**config.mk**
```make
export PLATFORM = sky130hd
export DESIGN_NAME = grid_link_host
export DESIGN_NICKNAME = d
export VERILOG_FILES = /design/src/rtl/grid_link_pkg.sv /design/src/rtl/frame_capture.sv /design/src/rtl/grid_link_host.sv
export SDC_FILE = /design/constraint.sdc
export NUM_CORES = 1
export LEC_CHECK = 0
export CORE_MARGIN = 2
export CORE_UTILIZATION = 54
export DETAILED_ROUTE_END_ITERATION = 10
export PLACE_DENSITY_LB_ADDON = 0.3
export RECOVER_POWER = 50
export SLEW_MARGIN = 20
export SYNTH_ARGS = -nofsm -noshare
export SYNTH_HDL_FRONTEND = slang
export SYNTH_SLANG_ARGS = --single-unit
```
**constraint.sdc**
```tcl
create_clock -name clock -period 2.25 [get_ports clock]
set_input_delay 0.45 -clock clock [delete_from_list [all_inputs] [get_ports clock]]
set_output_delay 0.45 -clock clock [all_outputs]
set_load 0.1 [all_outputs]
```
**src/rtl/grid_link_pkg.sv**
```systemverilog
// rtl/grid_link_pkg.sv - shared types and constants for the Game-of-Life engine host driver
package grid_link_pkg;

    localparam int CELLS_DEF = 25;
    localparam int GENW_DEF  = 8;

    localparam logic [1:0] ENG_INPUT  = 2'b00;
    localparam logic [1:0] ENG_UPDATE = 2'b01;
    localparam logic [1:0] ENG_OUTPUT = 2'b10;

    typedef enum logic [2:0] {
        ST_IDLE,
        ST_RST,
        ST_SHIFT,
        ST_START,
        ST_RUN,
        ST_HALT
    } host_state_t;

endpackage

```
**src/rtl/frame_capture.sv**
```systemverilog
// rtl/frame_capture.sv - deserializes engine output samples and flags complete or short generations
module frame_capture
    import grid_link_pkg::*;
#(
    parameter int CELLS = CELLS_DEF
) (
    input  logic             clock,
    input  logic             reset_n,
    input  logic             enable,
    input  logic [1:0]       eng_state,
    input  logic             eng_dout,
    output logic [CELLS-1:0] samples,
    output logic             done,
    output logic             short_frame
);

    localparam int CW = $clog2(CELLS + 1) + 1;

    logic [CW-1:0] count;
    logic [1:0]    prev_state;
    logic          edge_seen;

    // A generation ends when the engine leaves OUTPUT for UPDATE.
    assign edge_seen   = enable && (prev_state == ENG_OUTPUT) && (eng_state == ENG_UPDATE);
    assign done        = edge_seen && (count >= CW'(CELLS));
    assign short_frame = edge_seen && (count <  CW'(CELLS));

    // Newest sample enters at the MSB so bit 0 holds the earliest of the last CELLS samples.
    always_ff @(posedge clock or negedge reset_n) begin
        if (!reset_n) begin
            samples    <= '0;
            count      <= '0;
            prev_state <= ENG_INPUT;
        end else begin
            prev_state <= eng_state;
            if (!enable || edge_seen) begin
                count <= '0;
            end else if (eng_state == ENG_OUTPUT) begin
                samples <= {eng_dout, samples[CELLS-1:1]};
                if (count != '1) begin
                    count <= count + CW'(1);
                end
            end
        end
    end

endmodule

```
**src/rtl/grid_link_host.sv**
```systemverilog
// rtl/grid_link_host.sv - loads a pattern into the serial Life engine and collects its generations
module grid_link_host
    import grid_link_pkg::*;
#(
    parameter int CELLS = CELLS_DEF,
    parameter int GENW  = GENW_DEF
) (
    input  logic             clock,
    input  logic             reset_n,
    input  logic             pat_valid,
    output logic             pat_ready,
    input  logic [CELLS-1:0] pat_data,
    input  logic [GENW-1:0]  pat_gens,
    input  logic             abort,
    output logic             eng_din,
    output logic             eng_start,
    output logic             eng_reset,
    input  logic             eng_dout,
    input  logic [1:0]       eng_state,
    output logic             frm_valid,
    input  logic             frm_ready,
    output logic [CELLS-1:0] frm_data,
    output logic [GENW-1:0]  frm_idx,
    output logic             busy,
    output logic [1:0]       err
);

    // Shared counter covers both the bit shift and the 16-cycle start timeout.
    localparam int SW = ($clog2(CELLS + 1) > 4) ? $clog2(CELLS + 1) : 4;

    host_state_t      state;
    logic [CELLS-1:0] pat_q;
    logic [GENW-1:0]  gens_q;
    logic [SW-1:0]    cnt;
    logic [GENW-1:0]  idx_next;
    logic             cap_en;
    logic             cap_done;
    logic             cap_short;
    logic [CELLS-1:0] cap_samples;

    assign cap_en   = (state == ST_START) || (state == ST_RUN);
    assign idx_next = frm_idx + GENW'(1);

    frame_capture #(.CELLS(CELLS)) u_capture (
        .clock       (clock),
        .reset_n     (reset_n),
        .enable      (cap_en),
        .eng_state   (eng_state),
        .eng_dout    (eng_dout),
        .samples     (cap_samples),
        .done        (cap_done),
        .short_frame (cap_short)
    );

    // Host FSM with registered engine controls and frame handshake.
    always_ff @(posedge clock or negedge reset_n) begin
        if (!reset_n) begin
            state     <= ST_IDLE;
            pat_q     <= '0;
            gens_q    <= '0;
            cnt       <= '0;
            pat_ready <= 1'b1;
            busy      <= 1'b0;
            eng_din   <= 1'b0;
            eng_start <= 1'b0;
            eng_reset <= 1'b0;
            frm_valid <= 1'b0;
            frm_data  <= '0;
            frm_idx   <= '0;
            err       <= '0;
        end else begin
            eng_din   <= 1'b0;
            eng_start <= 1'b0;
            eng_reset <= 1'b0;
            if (frm_valid && frm_ready) begin
                frm_valid <= 1'b0;
            end

            if (abort && (state != ST_IDLE)) begin
                state     <= ST_HALT;
                eng_reset <= 1'b1;
                frm_valid <= 1'b0;
            end else begin
                case (state)
                    ST_IDLE: begin
                        if (pat_valid) begin
                            pat_q     <= pat_data;
                            gens_q    <= pat_gens;
                            err       <= '0;
                            frm_idx   <= '0;
                            pat_ready <= 1'b0;
                            busy      <= 1'b1;
                            eng_reset <= 1'b1;
                            state     <= ST_RST;
                        end
                    end
                    ST_RST: begin
                        eng_din <= pat_q[CELLS-1];
                        pat_q   <= {pat_q[CELLS-2:0], 1'b0};
                        cnt     <= SW'(1);
                        state   <= ST_SHIFT;
                    end
                    ST_SHIFT: begin
                        if (cnt == SW'(CELLS)) begin
                            eng_start <= 1'b1;
                            cnt       <= '0;
                            state     <= ST_START;
                        end else begin
                            eng_din <= pat_q[CELLS-1];
                            pat_q   <= {pat_q[CELLS-2:0], 1'b0};
                            cnt     <= cnt + SW'(1);
                        end
                    end
                    ST_START: begin
                        if (eng_state != ENG_INPUT) begin
                            state <= ST_RUN;
                        end else if (cnt == SW'(15)) begin
                            err[0]    <= 1'b1;
                            eng_reset <= 1'b1;
                            state     <= ST_HALT;
                        end else begin
                            eng_start <= 1'b1;
                            cnt       <= cnt + SW'(1);
                        end
                    end
                    ST_RUN: begin
                        if (cap_short) begin
                            err[0] <= 1'b1;
                        end
                        if (cap_done) begin
                            // The engine cannot stall, so an unconsumed frame forces a drop.
                            if (frm_valid && !frm_ready) begin
                                err[1] <= 1'b1;
                            end else begin
                                frm_data  <= cap_samples;
                                frm_valid <= 1'b1;
                            end
                            frm_idx <= idx_next;
                            if ((gens_q != '0) && (idx_next == gens_q)) begin
                                eng_reset <= 1'b1;
                                state     <= ST_HALT;
                            end
                        end
                    end
                    ST_HALT: begin
                        pat_ready <= 1'b1;
                        busy      <= 1'b0;
                        state     <= ST_IDLE;
                    end
                    default: begin
                        pat_ready <= 1'b1;
                        busy      <= 1'b0;
                        state     <= ST_IDLE;
                    end
                endcase
            end
        end
    end

endmodule

```
# Word-level counts from Yosys, hierarchy flattened
# Cells that the tools add are included.
dict set report op_classes {
  add_sub_neg 3
  n_lt_le_gt_ge 2
  eq_ne 24
  mux 53
  bitwise_logic 4
  reduce_logical 34
}
# cell count
set op_table {}
lappend op_table {{25-bit one-hot mux with 3 select lines} 1}
lappend op_table {{25-bit two-way mux} 2}
lappend op_table {{1-bit two-way mux} 24}
lappend op_table {{3-bit two-way mux} 7}
lappend op_table {{6-bit two-way mux} 3}
lappend op_table {{8-bit two-way mux} 2}
lappend op_table {{8-bit one-hot mux with 2 select lines} 1}
lappend op_table {{4-bit AND reduction} 4}
lappend op_table {{5-bit two-way mux} 3}
lappend op_table {{3-bit one-hot mux with 5 select lines} 1}
lappend op_table {{5-bit one-hot mux with 3 select lines} 1}
lappend op_table {{2-bit != test, second input constant} 6}
lappend op_table {{3-bit nonzero test} 4}
lappend op_table {{1-bit one-hot mux with 2 select lines} 5}
lappend op_table {{5-bit AND reduction} 2}
lappend op_table {{8-bit by 1-bit adder with 8-bit output, second input constant} 1}
lappend op_table {{8-bit equality test} 1}
lappend op_table {{1-bit logical AND} 8}
lappend op_table {{2-bit nonzero test} 4}
lappend op_table {{8-bit nonzero test} 1}
lappend op_table {{6-bit by 1-bit adder with 6-bit output, second input constant} 1}
lappend op_table {{3-bit by 2-bit equality test with 1-bit output, second input constant} 2}
lappend op_table {{6-bit by 5-bit greater-or-equal comparator with 1-bit output, second input constant} 1}
lappend op_table {{6-bit by 5-bit less-than comparator with 1-bit output, second input constant} 1}
lappend op_table {{23 further kinds} 34}
dict set report word_totals {
  regBits 115
  output_inout_bits 41
}

# Depth between registers and ports, before layout
dict set report logic_depth {
  depth_word 8
  depth_mapped 9
  ltp_nobuf 9
}

# By module
# From an unflattened synthesis, not the netlist that was laid out.
dict set report unflattened {
  cells_unflattened 454
  area_unflattened_um2 5400.2
}
# mod instances cells_per_inst area_each_um2
set modules_own_cells {}
lappend modules_own_cells {grid_link_host 1 353 3998.8}
lappend modules_own_cells {frame_capture 1 101 1401.3}

# Worst setup path before layout
# OpenSTA, ideal clock, no wires.
dict set report synth_path {
  path_kind {flip-flop to flip-flop}
  startpoint {register frm_idx[0]}
  endpoint {register state[0]}
  setup_ps 104
  t_arrival_ps 2348
  required_ps 2146
  slack_ps -202
  path_stages_with_launch 7
  path_buffers 0
  period_less_slack_ps 2452
  cell_sequence {dfrtp_1 -> ha_1 -> and3_1 -> a31oi_1 -> nor4_1 -> o2111ai_1 -> o41ai_2}
}
dict set report synth_via {
  elab_chain_len 5
}
# element line
set synth_lines {}
lappend synth_lines {{start, declared} grid_link_host.sv:23} ;# output logic [GENW-1:0] frm_idx,
lappend synth_lines {{start signal, assigned} grid_link_host.sv:138} ;# frm_idx <= idx_next;
lappend synth_lines {{8-bit by 1-bit adder with 8-bit output} grid_link_host.sv:42} ;# assign idx_next = frm_idx + GENW'(1);
lappend synth_lines {{8-bit equality test} grid_link_host.sv:139} ;# if ((gens_q != '0) && (idx_next == gens_q)) begin
lappend synth_lines {{1-bit logical AND} grid_link_host.sv:139}
lappend synth_lines {{3-bit by 1-bit != test with 1-bit output (no line)} n/a}
lappend synth_lines {{5-bit AND reduction (no line)} n/a}
lappend synth_lines {{end signal, assigned} grid_link_host.sv:141} ;# state <= ST_HALT;
lappend synth_lines {{end signal, assigned} grid_link_host.sv:148} ;# state <= ST_IDLE;
lappend synth_lines {{end signal, assigned} grid_link_host.sv:153} ;# state <= ST_IDLE;
lappend synth_lines {{end, declared} grid_link_host.sv:31} ;# host_state_t state;
# No other way between the ends.
# A chain may end at the register's enable or synchronous reset.

# Final worst setup path
dict set report layout_path {
  startpoint {register cnt[0]}
  endpoint {register pat_q[16]}
}
dict set report layout_via {
  elab_chain_len 3
}
# element line
set layout_lines {}
lappend layout_lines {{start, declared} grid_link_host.sv:34} ;# logic [SW-1:0] cnt;
lappend layout_lines {{start signal, assigned} grid_link_host.sv:111} ;# cnt <= cnt + SW'(1);
lappend layout_lines {{start signal, assigned} grid_link_host.sv:123} ;# cnt <= cnt + SW'(1);
lappend layout_lines {{5-bit equality test} grid_link_host.sv:104} ;# if (cnt == SW'(CELLS)) begin
lappend layout_lines {{2-bit != test (no line)} n/a}
lappend layout_lines {{4-bit AND reduction (no line)} n/a}
lappend layout_lines {{end signal, assigned} grid_link_host.sv:87} ;# pat_q <= pat_data;
lappend layout_lines {{end signal, assigned} grid_link_host.sv:99} ;# pat_q <= {pat_q[CELLS-2:0], 1'b0};
lappend layout_lines {{end signal, assigned} grid_link_host.sv:110} ;# pat_q <= {pat_q[CELLS-2:0], 1'b0};
lappend layout_lines {{end, declared} grid_link_host.sv:32} ;# logic [CELLS-1:0] pat_q;
# No other way between the ends.

==> reports/metrics.csv <==
metric,value,unit
status,"finished, final reports clean",
r2r_slack,0.16,ns
synthAdderAreaFrac,1.58,%
synth_common_cells,"114 x dfrtp_1, 85 x mux2_2, 22 x nor2_1, 20 x mux2_4",
grt_pass1_vias,3935,
synth_xor_area_share,2.06,%
hold_class,reg -> reg,
reg2regPathDepth,8,
ys_types,63,
comb_power_share,31.3,%
hold_viol,0,
cts_tree,done,
antenna_left,0,
synthArstFlopShare,100,%
core_area,9860,µm²
grt_use_met2,35.1,%
avgSynthCellArea,12.8,µm²
relSlewSlack,46.5,%
stdcell_count,691,
port_buffers,81,
power.internal,5.26,mW
cp.arrival,2.48,ns
clkTransAtPathRegs,0.06,ns
antenna_found_initial,0,
max-cap-violations,0,
switchingPower,2.46,mW
synth_compound_area_share,8.33,%
sw_frac_of_total,31.9,%
rsz0062_at_grt,no,
clkSinkCount,115,
grt_use_met3,4.95,%
yosysSeqAreaShare,52.0,%
grt_pass1_wl,19.3,mm
min_to,err[0]$_DFFE_PN0P_,
routed_wirelength,11.2,mm
layout_setup_ws,0.156,ns
setup_violations,0,
finalClockSkew,0.0105,ns
dp_worst_setup_slack,-0.164,ns
slew_violations,0,
synth_ff_type,dfrtp_1,
synth_edf_count,0,
avgRoutedWirePerCell,16.2,µm
rr_startpoint,cnt[0]$_DFFE_PN0P_,
fin_nets,593,
cts_root_buf,clkbuf_8,
synth_top_area_share,51.5,%
power_density,1090,nW/µm²
dp_cells,657,
place_hpwl,7.60,mm
synth_top_family_by_area,multiplexers,
rows,36,
clk_latency,0.50,ns
period_minus_slack,2.09,ns
yosys_warnings,0,
gr-usage-met1,29.5,%
vias,3792,
first_pass_iters,4,
hold-path-cell-count,2,
synth_nets,482,
synth.most_common_cell,dfrtp_1,
worstSetupPathType,reg -> reg,
ys_ff_latch,115,
grt_busiest_layer,met2,
drt_iter0_markers,160,
min-delay-start,err[0]$_DFFE_PN0P_,
synthMuxAreaShare,22.7,%
cp-start-kind,flop,
whs,0.500,ns
n_antenna_cell,0,
critPathCaptureType,flop,
syn2layout_area_growth,28.3,%
yosysTopAreaCell,dfrtp_1,
cts_buffers,17,
synthCells,434,
netlist_area,5540,µm²
nFillCells,679,
viasPerCell,5.49,
grt_start_max_net_pins,54,
die_w,105,µm
critical_path_required,2.63,ns
synthTopCellsByArea,"dfrtp_1 51%, mux2_2 17%, mux2_4 5.4%",
gp_congestion,0.829,
synthSimpleGateAreaFrac,10.2,%
cp_max_fo,18,
peakVddDrop,0.000689,V
htreeDepth,4,
num_io_pins,82,
p_total,7.72,mW
max_slew.worst_pin.slew,0.802,ns
grt_use_total,21.7,%
dieArea,11100,µm²
clockPowerShare,31.9,%
die_y,105,µm
start_util,56.2,%
grt-ovfl-total,0,
fin_crit_sh,93.1,%
r2r-end,pat_q[16]$_DFFE_PN0P_,
drc_errors,0,
max_freq,478,MHz
p_leak,3.24,nW
drive_gt1_share,40.7,%
p_seq_share,36.8,%
ctsLongestPathBuffers,2,
flip-flops by register name (all words and copies together), names as in the netlist, 2 cells and up:
name and count:
u_capture.count 6, frm_data 25, frm_idx 8, u_capture.prev_state 2, pat_q 25, gens_q 8
state 3, cnt 5, err 2, u_capture.samples 25
layer usage:
layer / routed length [µm] / vias up
met1: 5230 / 1888
met5: 0 / -
li1: - / 1805
met2: 5470 / 89
met4: 93 / 0
met3: 415 / 10
worst max path at each step:
stage                                   start                endpoint  cells after the start
2_1_floorplan          frm_idx[5]$_DFFE_PN0P_    state[0]$_DFFE_PN0P_                      6
6_report                   cnt[0]$_DFFE_PN0P_   pat_q[16]$_DFFE_PN0P_                      8
3_5_place_dp                     eng_state[1]  frm_idx[2]$_DFFE_PN0P_                      7
3_3_place_gp                     eng_state[1]  frm_idx[5]$_DFFE_PN0P_                      7
5_1_grt                    cnt[0]$_DFFE_PN0P_      cnt[3]$_DFFE_PN0P_                      9
4_1_cts        u_capture.count[0]$_DFFE_PN0P_  frm_idx[6]$_DFFE_PN0P_                      8
logic make-up (layout without fill, tap and decap cells):
group | after synthesis | after routing
flops | 115 | 115
simple gates | 95 | 95
mux | 105 | 105
compound gates | 68 | 68
fa+ha+maj | 7 | 7
xor+xnor | 13 | 13
buf+inv | 31 | 155
critical path, cell delays in order, from the launching register on:
cell and delay, ns:
dfrtp_1 0.41, clkbuf_4 0.15, ha_1 0.18, nand4b_1 0.19, a31oi_1 0.11, o22a_1 0.27
nor2_4 0.14, buf_12 0.17, mux2_2 0.34
power by group through the flow:
stage / Combinational [mW] / Clock, mW / Sequential [mW]
3_5_place_dp: 2.42 / 0 / 2.87
6_report: 2.42 / 2.46 / 2.84
4_1_cts: 2.43 / 2.51 / 2.84
5_1_grt: 2.64 / 2.62 / 2.90
3_3_place_gp: 2.37 / 0 / 2.84
2_1_floorplan: 1.62 / 0 / 3.00
placed cells by master, fill, tap and decap left out, types with 5 or more instances in the layout:
master           count
dfrtp_2              5
dfrtp_1            109
clkbuf_2            12
nand2_1             17
clkbuf_1             5
clkdlybuf4s50_1     37
o21ai_0             17
xor2_1               5
a21oi_1             12
mux2_4              20
ha_1                 7
buf_4               48
nand3_1              5
nand2b_1            10
xnor2_1              8
clkbuf_16           16
mux2_2              85
a31oi_1              5
buf_12               5
inv_1               12
nor2_1              22
timing repair:
action,in CTS,in global routing
gates resized for setup,0,5
setup buffers,0,1
endpoints found under the setup margin,0,10
hold buffers,1,0
hold endpoints to repair,28,0
layout make-up:
cell class / count / area [µm²] / share of cell area, %
repair buffers: 111 / 951 / 13.4
flip-flops and latches: 115 / 2890 / 40.6
clock inverters: 14 / 131 / 1.85
well taps: 133 / 166 / 2.34
multi-input cells: 288 / 2510 / 35.3
clock buffers: 18 / 418 / 5.88
inverters: 12 / 45.0 / 0.634
through the flow:
stage | TNS [ns] | area, µm² | util [%]
2_1_floorplan | 0 | 5550 | -
3_3_place_gp | -1.05 | 6580 | 66.7
3_5_place_dp | -2.02 | 6580 | 66.7
4_1_cts | 0 | 7130 | 72.3
5_1_grt | 0 | 7110 | 72.0
6_report | 0 | 7110 | 72.0
No activity file was read; power rests on OpenSTA's default activity.
